<file path="config.mk">
export PLATFORM = sky130hd
export DESIGN_NAME = gen192_tx_sched
export DESIGN_NICKNAME = d
export VERILOG_FILES = /design/src/rtl/gen192_pkg.sv /design/src/rtl/gen192_lfsr16.sv /design/src/rtl/gen192_tx_sched.sv
export SDC_FILE = /design/constraint.sdc
export NUM_CORES = 1
export LEC_CHECK = 0
export ABC_AREA = 1
export BUFFER_PORTS_ARGS = -buffer_cell sky130_fd_sc_hd__buf_2
export CAP_MARGIN = 10
export CORE_AREA = 2 2 171 173
export CTS_CLUSTER_DIAMETER = 200
export DETAILED_ROUTE_END_ITERATION = 6
export DIE_AREA = 0 0 173 175
export PLACE_DENSITY = 0.66
export SLEW_MARGIN = 20
export SYNTH_ARGS = -nofsm -noshare
export SYNTH_HDL_FRONTEND = slang
export SYNTH_SLANG_ARGS = --single-unit
export TNS_END_PERCENT = 20
</file>
<file path="constraint.sdc">
create_clock -name clk -period 2.8 [get_ports clk]
set_input_delay 0.7 -clock clk [delete_from_list [all_inputs] [get_ports clk]]
set_output_delay 0.7 -clock clk [all_outputs]
set_load 0.05 [all_outputs]
</file>
<file path="src/rtl/gen192_pkg.sv">
// Shared definitions for the 192-bit TX bench generators: word layout,
// scheduler state encoding and the 16-bit LFSR tap set.
package gen192_pkg;

    localparam int WORD_W = 192;

    // Probe word layout: low 32 bits carry the cycle timestamp, the next
    // nibble is zero padding, and the rest is passed through from seq_data.
    localparam int TIME_LSB = 0;
    localparam int TIME_W   = 32;
    localparam int PAD_LSB  = 32;
    localparam int PAD_W    = 4;
    localparam int HDR_LSB  = PAD_LSB + PAD_W;

    // Fibonacci taps 16,14,13,11 expressed as bit positions 15,13,12,10.
    localparam logic [15:0] LFSR_TAPS = 16'hB400;

    typedef enum logic [1:0] {
        ST_IDLE     = 2'b00,
        ST_RUN_FULL = 2'b01,
        ST_RUN_LOW  = 2'b10
    } sched_state_t;

    // Feedback bit shifted into the LSB on every LFSR advance.
    function automatic logic lfsr_feedback(input logic [15:0] value);
        return ^(value & LFSR_TAPS);
    endfunction

endpackage

</file>
<file path="src/rtl/gen192_lfsr16.sv">
// 16-bit Fibonacci LFSR with a reset seed and an advance enable.
module gen192_lfsr16
    import gen192_pkg::*;
#(
    parameter logic [15:0] SEED = 16'hACE1
) (
    input  logic        clk,
    input  logic        reset_n,
    input  logic        en,
    output logic [15:0] value
);

    // Shift left, feeding the tap parity into bit 0.
    always_ff @(posedge clk) begin
        if (!reset_n) begin
            value <= SEED;
        end else if (en) begin
            value <= {value[14:0], lfsr_feedback(value)};
        end
    end

endmodule

</file>
<file path="src/rtl/gen192_tx_sched.sv">
// Shares the 192-bit TX word interface between the sequence source and an
// internal timestamp-probe source, alternating full-rate and low-rate phases
// with LFSR throttling. All transfer decisions are same-cycle combinational.
module gen192_tx_sched
    import gen192_pkg::*;
#(
    parameter int unsigned PHASE_LEN      = 40000,
    parameter int unsigned PROBE_INTERVAL = 1024,
    parameter int unsigned FULL_THR       = 1020,
    parameter int unsigned LOW_THR        = 102,
    parameter logic [15:0] LFSR_SEED      = 16'hACE1
) (
    input  logic              clk,
    input  logic              reset_n,
    input  logic              start,
    input  logic              stop,
    input  logic              ideal,
    input  logic              seq_req,
    input  logic [WORD_W-1:0] seq_data,
    output logic              seq_grant,
    output logic              out_txen,
    output logic [WORD_W-1:0] data,
    output logic              probe_sent,
    output logic [1:0]        state,
    output logic [31:0]       tx_count,
    output logic [15:0]       probe_count
);

    localparam logic [31:0] PHASE_LAST = 32'(PHASE_LEN - 1);
    localparam logic        PROBE_EN   = (PROBE_INTERVAL != 0);
    localparam logic [31:0] PROBE_LAST = PROBE_EN ? 32'(PROBE_INTERVAL - 1) : 32'd0;
    // 11-bit thresholds so that 1024 means "always pass".
    localparam logic [10:0] FULL_THR_C = 11'(FULL_THR);
    localparam logic [10:0] LOW_THR_C  = 11'(LOW_THR);

    sched_state_t cur_state;
    sched_state_t next_state;

    logic [15:0] lfsr_val;
    logic        lfsr_unused;
    logic [31:0] time_cnt;
    logic [31:0] phase_cnt;
    logic [31:0] interval_cnt;
    logic        probe_pending;

    logic        run;
    logic [10:0] thr;
    logic        throttle_ok;
    logic        probe_trigger;
    logic        phase_hit;
    logic        start_run;
    logic        stop_run;
    logic        phase_wrap;

    // Throttle source; free-running outside reset.
    gen192_lfsr16 #(
        .SEED (LFSR_SEED)
    ) u_lfsr (
        .clk     (clk),
        .reset_n (reset_n),
        .en      (1'b1),
        .value   (lfsr_val)
    );

    // Only the low ten LFSR bits feed the throttle compare.
    assign lfsr_unused = ^lfsr_val[15:10];

    assign state = cur_state;

    // Transfer arbitration: a pending probe wins and ignores the throttle.
    always_comb begin
        run           = (cur_state != ST_IDLE);
        thr           = (cur_state == ST_RUN_LOW) ? LOW_THR_C : FULL_THR_C;
        throttle_ok   = ({1'b0, lfsr_val[9:0]} < thr);
        probe_sent    = run & ideal & probe_pending;
        seq_grant     = run & ideal & ~probe_pending & seq_req & throttle_ok;
        out_txen      = probe_sent | seq_grant;
        probe_trigger = PROBE_EN & seq_grant & (interval_cnt >= PROBE_LAST);
        phase_hit     = out_txen & (phase_cnt == PHASE_LAST);
    end

    // Output word: timestamped probe, pass-through sequence word, or zero.
    always_comb begin
        data = '0;
        if (probe_sent) begin
            data = {seq_data[WORD_W-1:HDR_LSB], {PAD_W{1'b0}}, time_cnt};
        end else if (seq_grant) begin
            data = seq_data;
        end
    end

    // Phase state register.
    always_ff @(posedge clk) begin
        if (!reset_n) begin
            cur_state <= ST_IDLE;
        end else begin
            cur_state <= next_state;
        end
    end

    // Next-phase decode; stop outranks both start and a phase switch.
    always_comb begin
        next_state = cur_state;
        start_run  = 1'b0;
        stop_run   = 1'b0;
        phase_wrap = 1'b0;
        case (cur_state)
            ST_IDLE: begin
                if (start && !stop) begin
                    next_state = ST_RUN_FULL;
                    start_run  = 1'b1;
                end
            end
            ST_RUN_FULL: begin
                if (stop) begin
                    next_state = ST_IDLE;
                    stop_run   = 1'b1;
                end else if (phase_hit) begin
                    next_state = ST_RUN_LOW;
                    phase_wrap = 1'b1;
                end
            end
            ST_RUN_LOW: begin
                if (stop) begin
                    next_state = ST_IDLE;
                    stop_run   = 1'b1;
                end else if (phase_hit) begin
                    next_state = ST_RUN_FULL;
                    phase_wrap = 1'b1;
                end
            end
            default: begin
                next_state = ST_IDLE;
            end
        endcase
    end

    // Cycle timestamp, cleared only by reset.
    always_ff @(posedge clk) begin
        if (!reset_n) begin
            time_cnt <= '0;
        end else begin
            time_cnt <= time_cnt + 32'd1;
        end
    end

    // Transfer counters and the per-phase word count.
    always_ff @(posedge clk) begin
        if (!reset_n) begin
            tx_count    <= '0;
            probe_count <= '0;
            phase_cnt   <= '0;
        end else begin
            if (out_txen) begin
                tx_count <= tx_count + 32'd1;
            end
            if (probe_sent) begin
                probe_count <= probe_count + 16'd1;
            end
            if (start_run || phase_wrap) begin
                phase_cnt <= '0;
            end else if (out_txen) begin
                phase_cnt <= phase_cnt + 32'd1;
            end
        end
    end

    // Probe scheduling: the interval counter counts every transfer and arms a
    // probe when a sequence word lands on the last slot of the interval.
    always_ff @(posedge clk) begin
        if (!reset_n) begin
            interval_cnt  <= '0;
            probe_pending <= 1'b0;
        end else begin
            if (start_run || probe_trigger) begin
                interval_cnt <= '0;
            end else if (out_txen) begin
                interval_cnt <= interval_cnt + 32'd1;
            end
            if (start_run || stop_run) begin
                probe_pending <= 1'b0;
            end else if (probe_trigger) begin
                probe_pending <= 1'b1;
            end else if (probe_sent) begin
                probe_pending <= 1'b0;
            end
        end
    end

endmodule

</file>
==> flow_summary.json, run 1 <==
{
  "status": "finished with violations",
  "violations": "setup timing",
  "cts_hold_buffers": 0,
  "antenna_found_initial": 10,
  "seq_area_frac_synth": 0.308,
  "yosysUniqueCellTypes": 39,
  "muxShareOfSynthArea": 0,
  "syn-cell-area_sq_um": 10600,
  "whs_endpoint": "u_lfsr.value[15]",
  "track_usage": 0.249,
  "critPathMaxStageDelay_ns": 0.39,
  "die_h_um": 175,
  "hp-start": "u_lfsr.value[14]",
  "fin_crit_sh": 1.09,
  "worstPathCellList": "inv_4, ha_4, inv_2, nand2_2, nor2_2, nand2_1, nor2_2, nand2_2, nand2_8, inv_16, clkbuf_16, nor2_1, buf_4",
  "reg2reg_depth": 16,
  "clk_pin_slew_ns": 0.07,
  "synthXorXnorAreaFrac": 0.0521,
  "maxSlewViolCount": 0,
  "final_common_cell": "nand2_1",
  "dp_hpwl_um": 29900,
  "fin_setup_tns_ns": -34.84,
  "route.antenna.remaining_nets": 0,
  "worstMarginPinSlew_ns": 0.599,
  "grt_pass1_wl_um": 61300,
  "crit_family": "simple AND/OR/NAND/NOR gates",
  "cts_tree": "done",
  "drt_iter0_markers": 874,
  "synth_cells": 1792,
  "max_freq_mhz": 327,
  "slew_headroom": 0.600,
  "end_kind": "primary output",
  "n_fill_cell": 2768,
  "power_mw": 8.63,
  "fin_worst_skew_ns": 0.0190,
  "cp.buffers_inverters": 5,
  "synth_compound_area_frac": 0.0964,
  "htreeDepth": 4,
  "combPwrFrac": 0.451,
  "setup_viol": 194,
  "clk_path_buf_depth": 2,
  "place_area_sq_um": 13700,
  "die_x_um": 173,
  "fin_ws_ns": -0.259,
  "finalInstanceArea_sq_um": 15800,
  "drc": 0,
  "synth_edf_count": 0,
  "gp_congestion": 0.956,
  "ys_ff_latch": 163,
  "cp_max_fo": 13,
  "crit_arrival_ns": 2.36,
  "grt_pass1_vias": 11805,
  "pin_count": 443,
  "grt_max_degree": 58,
  "synthSimpleGateAreaFrac": 0.388,
  "power_density_nw_per_um2": 545,
  "path_class": "flip-flop to primary output",
  "numCtsBuffers": 17,
  "synth_top_flop_cell": "dfxtp_1",
  "syn_avg_cell_area_sq_um": 5.91,
  "hold_depth": 1,
  "drt_pass1_iterations": 5,
  "drive_above_1_share": 0.295,
  "timing.rr.start": "state[0]",
  "power_switching_mw": 3.64,
  "worstPathRequired_ns": 2.10,
  "ys_warn_count": 0,
  "initial_core_util": 0.373,
  "startpoint_type": "flip-flop",
  "p_clk_frac": 0.268,
  "p_int_mw": 4.99,
  "gr-total-overflow": 0,
  "syn_to_final_growth_pct": 49.5,
  "power_frac_seq": 0.281,
  "power_leakage_nw": 7.25,
  "rsz0062_at_grt": "yes",
  "clockRootBuffer": "clkbuf_16",
  "post-route-util": 0.557,
  "wl_per_cell_um": 15.1,
  "fp.coreArea_sq_um": 28400,
  "rr_endpoint": "interval_cnt[2]",
  "cts_num_sinks": 163,
  "preCtsSetupSlack_ns": -0.0441,
  "cap_viol_max_count": 0,
  "synth_nets": 2001,
  "p_sw_frac": 0.422,
  "synth-async-reset-ratio": 0,
  "hold_viol_final": 0,
  "drt-total-wl_um": 40100,
  "ir_worst_vdd_uv": 407,
  "rows": 62,
  "slowest_stage": "dfxtp_4",
  "clock_latency_ns": 0.44,
  "dieArea_sq_um": 30300,
  "regToRegSetupSlack_ns": 0.28,
  "port_buffers": 442,
  "synthAdderAreaFrac": 0.0130,
  "final_cell_mix": "nand2_1, inv_1, buf_2",
  "hp-class": "flip-flop to flip-flop",
  "nets": 2451,
  "synth_top_family_by_area": "simple AND/OR/NAND/NOR gates",
  "vias": 12764,
  "viasPerCell": 4.82,
  "period_needed_ns": 3.06
}
## worst max path at each step
| stage | startpoint | endpoint | cells after the start |
|---|---|---|---|
| 3_5_place_dp | ideal | data[11] | 12 |
| 3_3_place_gp | ideal | data[11] | 12 |
| 2_1_floorplan | state[0] | data[101] | 12 |
| 5_1_grt | state[0] | data[26] | 14 |
| 6_report | state[1] | data[50] | 13 |
| 4_1_cts | state[0] | data[11] | 13 |
## worst register-to-register path, cell delays in order (launching register included)
cell and delay [ns]:
dfxtp_4 0.37, inv_6 0.04, ha_4 0.18, ha_4 0.26, nand3_2 0.05, nor2_2 0.07
nand2_1 0.06, nand2_2 0.14, buf_6 0.16, clkinv_8 0.08, clkbuf_16 0.17, buf_4 0.13
buf_4 0.14, o21ai_2 0.09, nand2_1 0.12, buf_12 0.18, nor3b_1 0.20
## synthesized netlist by cell type, types with 5 or more instances
master | instances | area [sq um]
nand2_1 | 454 | 1700
nor2_1 | 323 | 1210
inv_1 | 310 | 1160
dfxtp_1 | 163 | 3260
a21oi_1 | 126 | 631
nor3_1 | 76 | 380
o21ai_0 | 58 | 290
nand3_1 | 47 | 235
xor2_1 | 46 | 403
buf_2 | 36 | 180
nand4_1 | 32 | 200
xnor2_1 | 17 | 149
clkbuf_1 | 14 | 52.6
ha_1 | 11 | 138
nor3b_1 | 8 | 60.1
inv_2 | 7 | 26.3
or2_2 | 6 | 37.5
and3_1 | 5 | 31.3
buf_4 | 5 | 37.5
nor3_2 | 5 | 50.1
o21ai_1 | 5 | 25.0
## what timing repair did
item	CTS	global route
setup buffers	6	5
gates cloned	4	5
pin swaps	11	13
resized for setup	281	138
endpoints found under the setup margin	194	195
## flip-flops by register name, summed over array words and instances, names as in the netlist
name,count
interval_cnt,32
phase_cnt,32
probe_count,16
probe_pending,1
state,2
time_cnt,32
tx_count,32
u_lfsr.value,16
## power by group through the flow
stage	sequential, mW	clock [mW]	combinational, mW
after floorplan	2.53	0	2.19
after global placement	2.46	0	3.01
after detailed placement	2.46	0	3.04
after CTS	2.42	2.35	3.60
after global routing	2.43	2.45	4.09
final	2.42	2.31	3.90
## through the flow
stage | hold slack, ns | cells
floorplan | 0.390 | 1792
global placement | 0.397 | 2587
detailed placement | 0.400 | 2587
CTS | 0.417 | 2629
global route | 0.429 | 2647
finish | 0.417 | 2649
## metal layers
layer	vias up	share of wire	routed length (um)	track usage
met5	-	0.00027	11	0
met4	2	0.029	1160	0.0904
met3	77	0.057	2300	0.0403
met2	446	0.49	19700	0.433
li1	6425	-	-	-
met1	5814	0.42	16900	0.310
## cell type report
cell class | instances | area, sq um | share of cell area
diodes | 10 | 25.0 | 0.00158
clock buffers | 20 | 447 | 0.0282
clock inverters | 12 | 123 | 0.00775
inverters | 318 | 1230 | 0.0777
multi-input cells | 1252 | 6370 | 0.403
flip-flops and latches | 163 | 3270 | 0.207
well taps | 384 | 480 | 0.0304
repair buffers | 489 | 3860 | 0.244
repair inverters | 1 | 16.3 | 0.00103
## cells by family (layout without fill, tap and decap cells)
family          Yosys count  after routing
compound gates          198            198
simple gates            980            980
other cells               0             10
flops                   163            163
xor+xnor                 63             63
fa+ha+maj                11             11
buf+inv                 377            840
No activity file was read; power rests on OpenSTA's default activity.
==> run 2: changes to the inputs <==
Settings changed: CORE_AREA 2 2 171 173 to not set, CORE_UTILIZATION set to 34, DIE_AREA 0 0 173 175 to not set, PLACE_DENSITY 0.66 to 0.61.
==> run 2 against run 1 <==
Clock skew is 0.0057 ns lower. Power up 1.8%. Setup slack improved by 0.0092 ns. Count of clock-buffer cells in the layout fell by 3. Final cell count barely moved. Sequential power about the same. First-iteration DRC count rose by 1.6%. Final area grew 0.26%. Via count down 1.1%. Sequential share of layout area decreased by 0.054 points. Hold slack improved by 0.0038 ns. The run still ends with setup timing left.
==> flow_summary.json, run 2 (synthesized netlist as in run 1, its figures left out) <==
{
  "grt_pass1_wl_um": 56700,
  "p_int_mw": 5.12,
  "drt_iter0_markers": 888,
  "cts_num_sinks": 163,
  "n_fill_cell": 2963,
  "power_switching_mw": 3.67,
  "gp_congestion": 0.941,
  "vias": 12619,
  "seq_area_sq_um": 3270,
  "route.antenna.remaining_nets": 0,
  "worstMarginPinSlew_ns": 0.493,
  "cp_max_fo": 16,
  "status": "finished with violations",
  "max_freq_mhz": 328,
  "period_needed_ns": 3.05,
  "maxSlewViolCount": 0,
  "clockRootBuffer": "clkbuf_16",
  "startpoint_type": "flip-flop",
  "ir_worst_vdd_uv": 340,
  "htreeDepth": 4,
  "hp-class": "flip-flop to flip-flop",
  "clk_pin_slew_ns": 0.07,
  "fin_crit_sh": 1.09,
  "cts_hold_buffers": 0,
  "final_common_cell": "nand2_1",
  "p_clk_frac": 0.290,
  "power_frac_seq": 0.275,
  "nets": 2444,
  "cp.buffers_inverters": 5,
  "fin_ws_ns": -0.249,
  "setup_viol": 191,
  "grt_max_degree": 82,
  "die_x_um": 178,
  "critPathMaxStageDelay_ns": 0.36,
  "clock_latency_ns": 0.44,
  "power_density_nw_per_um2": 554,
  "initial_core_util": 0.346,
  "end_kind": "primary output",
  "drive_above_1_share": 0.308,
  "crit_family": "buffers and inverters",
  "grt_pass1_vias": 11061,
  "p_sw_frac": 0.418,
  "viasPerCell": 4.76,
  "dieArea_sq_um": 31800,
  "die_h_um": 178,
  "rows": 64,
  "slew_headroom": 0.669,
  "multi_input_area_sq_um": 6410,
  "path_class": "flip-flop to primary output",
  "clk_path_buf_depth": 2,
  "crit_arrival_ns": 2.35,
  "track_usage": 0.225,
  "drt-total-wl_um": 38800,
  "worstPathRequired_ns": 2.10,
  "drc": 0,
  "syn_to_final_growth_pct": 49.8,
  "worst_hold_slack_ns": 0.421,
  "slowest_stage": "dfxtp_4",
  "port_buffers": 442,
  "wl_per_cell_um": 14.7,
  "violations": "setup timing",
  "power_mw": 8.79,
  "cts_tree": "done",
  "pin_count": 443,
  "fin_worst_skew_ns": 0.0133,
  "fin_setup_tns_ns": -30.19,
  "antenna_found_initial": 8,
  "worstPathCellList": "inv_4, buf_4, ha_1, nand2_1, nand2_1, nor2_2, nand2_2, nand2_4, inv_16, clkbuf_16, nor2_1, buf_4",
  "gr-total-overflow": 0,
  "rsz0062_at_grt": "yes",
  "numCtsBuffers": 17,
  "final_cell_mix": "nand2_1, inv_1, buf_2",
  "drt_pass1_iterations": 6,
  "power_leakage_nw": 7.21,
  "combPwrFrac": 0.435,
  "cap_viol_max_count": 0,
  "hold_viol_final": 0,
  "fp.coreArea_sq_um": 30600,
  "dp_hpwl_um": 28600,
  "post-route-util": 0.519
}
run 2: cell types whose count changed in the layout (fill, tap and decap cells not counted), sizes merged:
| cell | change |
|---|---|
| clkbuf | +13 |
| buf | -22 |
| diode | -4 |
| bufinv | +2 |
| inv | +6 |
| clkinvlp | -2 |
| clkinv | -4 |
run 2: worst register-to-register path, stage by stage, from the launching register on:
cell	delay (ns)
dfxtp_4	0.36
inv_4	0.05
buf_4	0.13
ha_1	0.23
nand2_1	0.10
nand2_1	0.06
nor2_2	0.11
nand2_2	0.09
nand2_4	0.13
buf_4	0.14
buf_8	0.13
buf_12	0.29
nand2_1	0.24
o21ai_4	0.18
buf_12	0.20
a21oi_1	0.08
run 2: path summary, 6_finish.rpt:
| kind | startpoint | end | slack, ns | depth (start not counted) |
|---|---|---|---|---|
| worst max-delay path | state[0] | data[125] | -0.25 | 12 |
| worst min-delay path | u_lfsr.value[0] | u_lfsr.value[1] | 0.42 | 2 |
| worst max register to register | state[0] | phase_cnt[30] | 0.20 | 15 |
| worst min register to register | u_lfsr.value[0] | u_lfsr.value[1] | 0.42 | 2 |
run 2: through the flow:
stage                     instances  cell area [sq um]  worst slack (ns)
after CTS                      2638              15000            -0.253
after global placement         2598              13700           0.00917
after detailed placement       2598              13700            0.0108
final                          2650              15900            -0.249
after floorplan                1792              11000            -0.328
after global routing           2648              15900            -0.346
run 2: metal layers:
layer,track usage,wire length [um],vias up
met5,0,45,-
met4,0.0625,500,6
met3,0.0610,2960,45
met2,0.386,19100,452
met1,0.275,16200,5721
li1,-,-,6395
run 2: final cells by class:
cell class / instances / share of cell area
multi-input combinational: 1252 / 0.404
clock buffer: 17 / 0.0268
antenna: 6 / 0.000946
timing repair buffer: 483 / 0.240
tap: 396 / 0.0312
inverter: 318 / 0.0772
clock inverter: 15 / 0.0131
sequential: 163 / 0.206
run 2: what timing repair did:
item,4_1_cts,5_1_grt
setup endpoints to repair,195,195
hold endpoints to repair,0,0
gates cloned,5,3
setup buffers,3,3
pin swaps,0,4
resized for setup,198,312
run 2: power by group through the flow:
stage	registers, mW	logic [mW]	clock network [mW]
after global routing	2.42	4.03	2.70
after floorplan	2.53	2.19	0
after global placement	2.46	3.00	0
after detailed placement	2.47	3.01	0
final	2.42	3.82	2.55
after CTS	2.42	3.44	2.59
